`src/rtl/pixel_scan_ctrl.sv`:
```
// Pixel scan controller: walks row/col over one active frame, freezes the
// filter selection per frame and carries valid/sof/eol/eof tags through a
// PIPE_DEPTH-stage pipeline that stalls on downstream backpressure.
module pixel_scan_ctrl #(
  parameter int unsigned H_ACTIVE   = 640,
  parameter int unsigned V_ACTIVE   = 480,
  parameter int unsigned PIPE_DEPTH = 2
) (
  input  logic        clk,
  input  logic        rst,
  input  logic        start,
  input  logic [5:0]  filter_SW,
  input  logic        in_valid,
  output logic        in_ready,
  output logic [12:0] row,
  output logic [12:0] col,
  output logic [5:0]  filter_sel,
  output logic        pix_en,
  output logic        out_valid,
  input  logic        out_ready,
  output logic        sof,
  output logic        eol,
  output logic        eof,
  output logic        busy,
  output logic        frame_done
);

  localparam logic [12:0] HLast = 13'(H_ACTIVE - 1);
  localparam logic [12:0] VLast = 13'(V_ACTIVE - 1);
  localparam int unsigned Last  = PIPE_DEPTH - 1;

  typedef enum logic [1:0] {StIdle, StActive, StFlush} state_e;

  state_e                  state_q, state_d;
  logic [12:0]             row_q, row_d;
  logic [12:0]             col_q, col_d;
  logic [5:0]              filt_q, filt_d;
  logic                    done_q, done_d;
  logic [PIPE_DEPTH-1:0]   vld_q, vld_d;
  logic [PIPE_DEPTH-1:0]   sof_q, sof_d;
  logic [PIPE_DEPTH-1:0]   eol_q, eol_d;
  logic [PIPE_DEPTH-1:0]   eof_q, eof_d;

  logic advance;
  logic ready_raw;
  logic accept;
  logic at_eol;
  logic at_eof;
  logic eof_take;

  // Handshake decode shared by the FSM and the tag pipeline
  always_comb begin
    advance   = out_ready || !vld_q[Last];
    ready_raw = (state_q == StActive) && advance;
    accept    = in_valid && ready_raw;
    at_eol    = (col_q == HLast);
    at_eof    = at_eol && (row_q == VLast);
    eof_take  = vld_q[Last] && out_ready && eof_q[Last];
  end

  // Scan FSM: frame start, raster counters, flush until eof leaves the pipe
  always_comb begin
    state_d = state_q;
    row_d   = row_q;
    col_d   = col_q;
    filt_d  = filt_q;
    done_d  = 1'b0;
    unique case (state_q)
      StIdle: begin
        if (start) begin
          row_d   = '0;
          col_d   = '0;
          filt_d  = filter_SW;
          state_d = StActive;
        end
      end
      StActive: begin
        if (accept) begin
          // Last pixel keeps its coordinates; counters never wrap past the frame
          if (at_eof) begin
            state_d = StFlush;
          end else if (at_eol) begin
            col_d = '0;
            row_d = row_q + 13'd1;
          end else begin
            col_d = col_q + 13'd1;
          end
        end
      end
      StFlush: begin
        if (eof_take) begin
          state_d = StIdle;
          done_d  = 1'b1;
        end
      end
      default: state_d = StIdle;
    endcase
  end

  // Tag pipeline: shifts only on advance, so a stalled output holds every tag
  always_comb begin
    vld_d = vld_q;
    sof_d = sof_q;
    eol_d = eol_q;
    eof_d = eof_q;
    if (advance) begin
      vld_d[0] = accept;
      sof_d[0] = accept && (row_q == '0) && (col_q == '0);
      eol_d[0] = accept && at_eol;
      eof_d[0] = accept && at_eof;
      for (int unsigned i = 1; i < PIPE_DEPTH; i++) begin
        vld_d[i] = vld_q[i-1];
        sof_d[i] = sof_q[i-1];
        eol_d[i] = eol_q[i-1];
        eof_d[i] = eof_q[i-1];
      end
    end
  end

  // State registers with synchronous reset
  always_ff @(posedge clk) begin
    if (rst) begin
      state_q <= StIdle;
      row_q   <= '0;
      col_q   <= '0;
      filt_q  <= '0;
      done_q  <= 1'b0;
      vld_q   <= '0;
      sof_q   <= '0;
      eol_q   <= '0;
      eof_q   <= '0;
    end else begin
      state_q <= state_d;
      row_q   <= row_d;
      col_q   <= col_d;
      filt_q  <= filt_d;
      done_q  <= done_d;
      vld_q   <= vld_d;
      sof_q   <= sof_d;
      eol_q   <= eol_d;
      eof_q   <= eof_d;
    end
  end

  // Handshake outputs are masked while rst is high, before the reset edge lands
  always_comb begin
    in_ready   = ready_raw && !rst;
    pix_en     = accept && !rst;
    out_valid  = vld_q[Last] && !rst;
    sof        = sof_q[Last] && !rst;
    eol        = eol_q[Last] && !rst;
    eof        = eof_q[Last] && !rst;
    busy       = (state_q != StIdle) && !rst;
    frame_done = done_q;
    row        = row_q;
    col        = col_q;
    filter_sel = filt_q;
  end

endmodule

```
`config.mk`:
```
export PLATFORM = sky130hd
export DESIGN_NAME = pixel_scan_ctrl
export DESIGN_NICKNAME = d
export VERILOG_FILES = /design/src/rtl/pixel_scan_ctrl.sv
export SDC_FILE = /design/constraint.sdc
export NUM_CORES = 1
export LEC_CHECK = 0
export ABC_AREA = 1
export CORE_ASPECT_RATIO = 0.9
export CORE_MARGIN = 2
export CORE_UTILIZATION = 40
export DETAILED_ROUTE_END_ITERATION = 8
export PLACE_DENSITY_LB_ADDON = 0.05
export SYNTH_ARGS = -nofsm -noshare
export SYNTH_HDL_FRONTEND = slang
export SYNTH_SLANG_ARGS = --single-unit
export TNS_END_PERCENT = 50
```
`constraint.sdc`:
```
create_clock -name clk -period 2.4 [get_ports clk]
set_clock_uncertainty 0.2 [all_clocks]
set_input_delay 0.72 -clock clk [delete_from_list [all_inputs] [get_ports clk]]
set_output_delay 0.72 -clock clk [all_outputs]
set_load 0.05 [all_outputs]
```
==> impl_metrics.csv, run 1 <==
group,metric,value,unit
sta,slew_violations,0,
die,die_y,81.1,um
clocking,htree_num_levels,2,
global_route,grt_antenna_before_repair,0,
clocking,clock_tree.root_cell,"clkbuf_8",
sta,fmaxAchievable,0.421,GHz
sta,slew_headroom,0.659,
clocking,clockBufferDepth,2,
pwr,p_clk_frac,0.294,
route,antenna_left,0,
cells_and_area,nets,489,
cells_and_area,antenna_cells,0,
die,fp.coreArea,6480,um2
global_route,grt.total_usage,0.206,
pwr,total_power,0.00193,W
sta,finalSetupViolCount,0,
sta,fin_crit,2380,ps
critical_path,timing.critical_path.buf_inv,1,
sta,worstMarginPinSlew,510,ps
synth,synth.area.top_cells,"dfxtp_1 33%, nand2_1 13%, nor2_1 11%",
critical_path,crit_family,"buffers and inverters",
pwr,cellPowerDensity,554,nW/um2
placed_design,dp_hpwl,5.17,mm
global_route,overflow,0,
critical_path,critPathRequiredTime,1480,ps
clocking,clkSinkCount,43,
pwr,pwr-share-seq,0.399,
synth,syn_area_per_cell,6.53,um2
synth,synthCells,404,
synth,ys_ff_latch,43,
die,start_util,0.407,
route,drc,0,
die,ios,51,
pwr,pwr-share-comb,0.307,
global_route,first_global_vias,2556,
synth,yosysWarnings,0,
critical_path,end_kind,"output pin",
clocking,numCtsBuffers,5,
pwr,vdd_ir_drop_max,0.000346,V
critical_path,critPathArrivalTime,1460,ps
critical_path,cp_cell_sequence,"clkdlybuf4s50_1",
synth,synth-async-reset-ratio,0,
cells_and_area,drive_above_1_share,0.215,
global_route,grt_max_degree,21,
die,rows,28,
route,routedWlPerCell,12.2,um
cells_and_area,syn_to_final_growth,32.1,%
placed_design,port_buffers,50,
synth,ys.flop_type,"dfxtp_1",
pwr,p_switching,0.000679,W
run,cap_violations,0,
synth,synth.distinct_cells,35,
pwr,p_int,0.00126,W
worst_hold_path,worstHoldStart,"state_q[0]",
clocking,cts.clk_slew.worst_paths,90,ps
synth,seq_area_frac_synth,0.326,
pwr,p_leak,1.45,nW
route,first_pass_iters,4,
die,design.die.area,7270,um2
clocking,tritoncts,"done",
route,routed_via_density,4.84,
clocking,clk_latency,300,ps
critical_path,critPathSlowestCell,"clkdlybuf4s50_1",
critical_path,regToRegStartpoint,"col[1]",
sta,hold_viol,0,
die,die_width,89.6,um
pwr,switching_share,0.351,
route,first_iter_violations,128,
synth,syn-num-nets,419,
outcome,outcome,"finished, final reports clean",
critical_path,cpPeakStageDelay,810,ps
synth,yosys.area.top_type,"dfxtp_1",
sta,setup_tns,0,ps
global_route,grt_pass1_wl,11.8,mm
placed_design,place_congestion,0.864,
critical_path,crit_type,"flop to output pin",
critical_path,worstPathMaxFanout,2,
synth,syn_area,2640,um2
route,vias,2732,
critical_path,cp-start-kind,"flop",
critical_path,crit_path_start,"filter_sel[4]",
worst_hold_path,hp-class,"flop to flop",
sta,finalCritPeriodShare,0.990,
route,postRouteWirelength,6.89,mm
sta,rsz0062_at_grt,"no",
synth,synth_top_area_frac,0.326,
synth,synth-edff-count,0,
==> cells in the mapped netlist, types with 2 or more instances <==
| cell | n |
|---|---|
| buf_6 | 2 |
| nor4_1 | 3 |
| nor3_1 | 7 |
| nand3_2 | 4 |
| nor2_4 | 3 |
| nand3_4 | 2 |
| nand3_1 | 34 |
| dfxtp_1 | 43 |
| a21oi_2 | 5 |
| ha_1 | 4 |
| nor2_1 | 74 |
| nand4_1 | 13 |
| nand2_2 | 7 |
| nor3b_1 | 2 |
| inv_1 | 47 |
| inv_2 | 2 |
| clkbuf_1 | 4 |
| nand2_1 | 92 |
| a21oi_1 | 19 |
| xor2_1 | 6 |
| o21ai_0 | 17 |
==> layer usage <==
layer,wire length (um),GRT usage,vias up,part of all wire
li1,-,-,1433,-
met1,3340,0.279,1208,0.49
met4,134,0.0746,0,0.019
met3,459,0.0539,12,0.067
met5,0,0,-,0
met2,2950,0.315,79,0.43
==> layout by cell type, fill, tap and decap left out, drive strengths merged, types with 2 or more instances in the layout <==
cell,n
a21oi,25
buf,58
clkbuf,5
clkdlybuf4s50,12
clkinv,2
dfxtp,43
ha,4
inv,49
nand2,99
nand3,40
nand4,13
nor2,79
nor3,8
nor3b,2
nor4,3
o21ai,18
xor2,6
==> path summary, 6_finish.rpt <==
check | end | slack (ps) | depth (start not counted)
worst max-delay path | filter_sel[4] | 20 | 1
worst min-delay path | frame_done | 260 | 1
worst max register to register | col[11] | 320 | 10
worst min register to register | frame_done | 260 | 1
==> cell families (layout without fill, tap and decap cells) <==
family	count (synthesis)	after routing	synth area share
compound gates	45	45	0.0995
flops	43	43	0.326
xor+xnor	7	7	0.0232
simple gates	244	244	0.431
buf+inv	61	131	0.101
fa+ha+maj	4	4	0.0190
==> flip-flops by register name, indices dropped and copies added, names as in the netlist, 2 cells and up <==
| signal | cells |
|---|---|
| col | 13 |
| row | 13 |
| filter_sel | 6 |
| eof_q | 2 |
| eol_q | 2 |
| sof_q | 2 |
| state_q | 2 |
| vld_q | 2 |
==> power groups by stage <==
stage	combinational, W	clock (W)	sequential [W]
after floorplan	0.000308	0	0.000870
after global placement	0.000583	0	0.000786
after detailed placement	0.000584	0	0.000787
after CTS	0.000593	0.000586	0.000771
after global routing	0.000649	0.000609	0.000777
final	0.000594	0.000569	0.000771
==> layout make-up <==
type                       instances  area (um2)
inverter                          51         193
clock buffer                       5        68.8
timing repair buffer              73         659
sequential                        43         861
fill                             671        2990
multi-input combinational        300        1560
tap                               90         113
clock inverter                     2        37.5
==> timing repair <==
action                                  CTS  global route
hold buffers                              0             0
buffers inserted                          2             1
endpoints found under the setup margin    7             7
pin swaps                                 2             3
resized for setup                         9             4
==> metrics by stage <==
step	instances	util	hold WS, ps	cell area, um2	setup WS, ps
2_1_floorplan	404	-	221	2670	-120
3_3_place_gp	554	0.516	251	3350	-335
3_5_place_dp	554	0.516	250	3350	-344
4_1_cts	563	0.537	266	3480	-3.58
5_1_grt	564	0.538	279	3490	1.71
6_report	564	0.538	260	3490	24.0
No activity file was read; power rests on OpenSTA's default activity.
==> run 2, diff against run 1 <==
--- a/config.mk
+++ b/config.mk
@@ -11,6 +11,7 @@
 export CORE_UTILIZATION = 40
 export DETAILED_ROUTE_END_ITERATION = 8
 export PLACE_DENSITY_LB_ADDON = 0.05
+export SLEW_MARGIN = 15
 export SYNTH_ARGS = -nofsm -noshare
 export SYNTH_HDL_FRONTEND = slang
 export SYNTH_SLANG_ARGS = --single-unit
==> results of run 2 <==
Same layout as run 1: the final DEF is identical, and so are final timing and power.
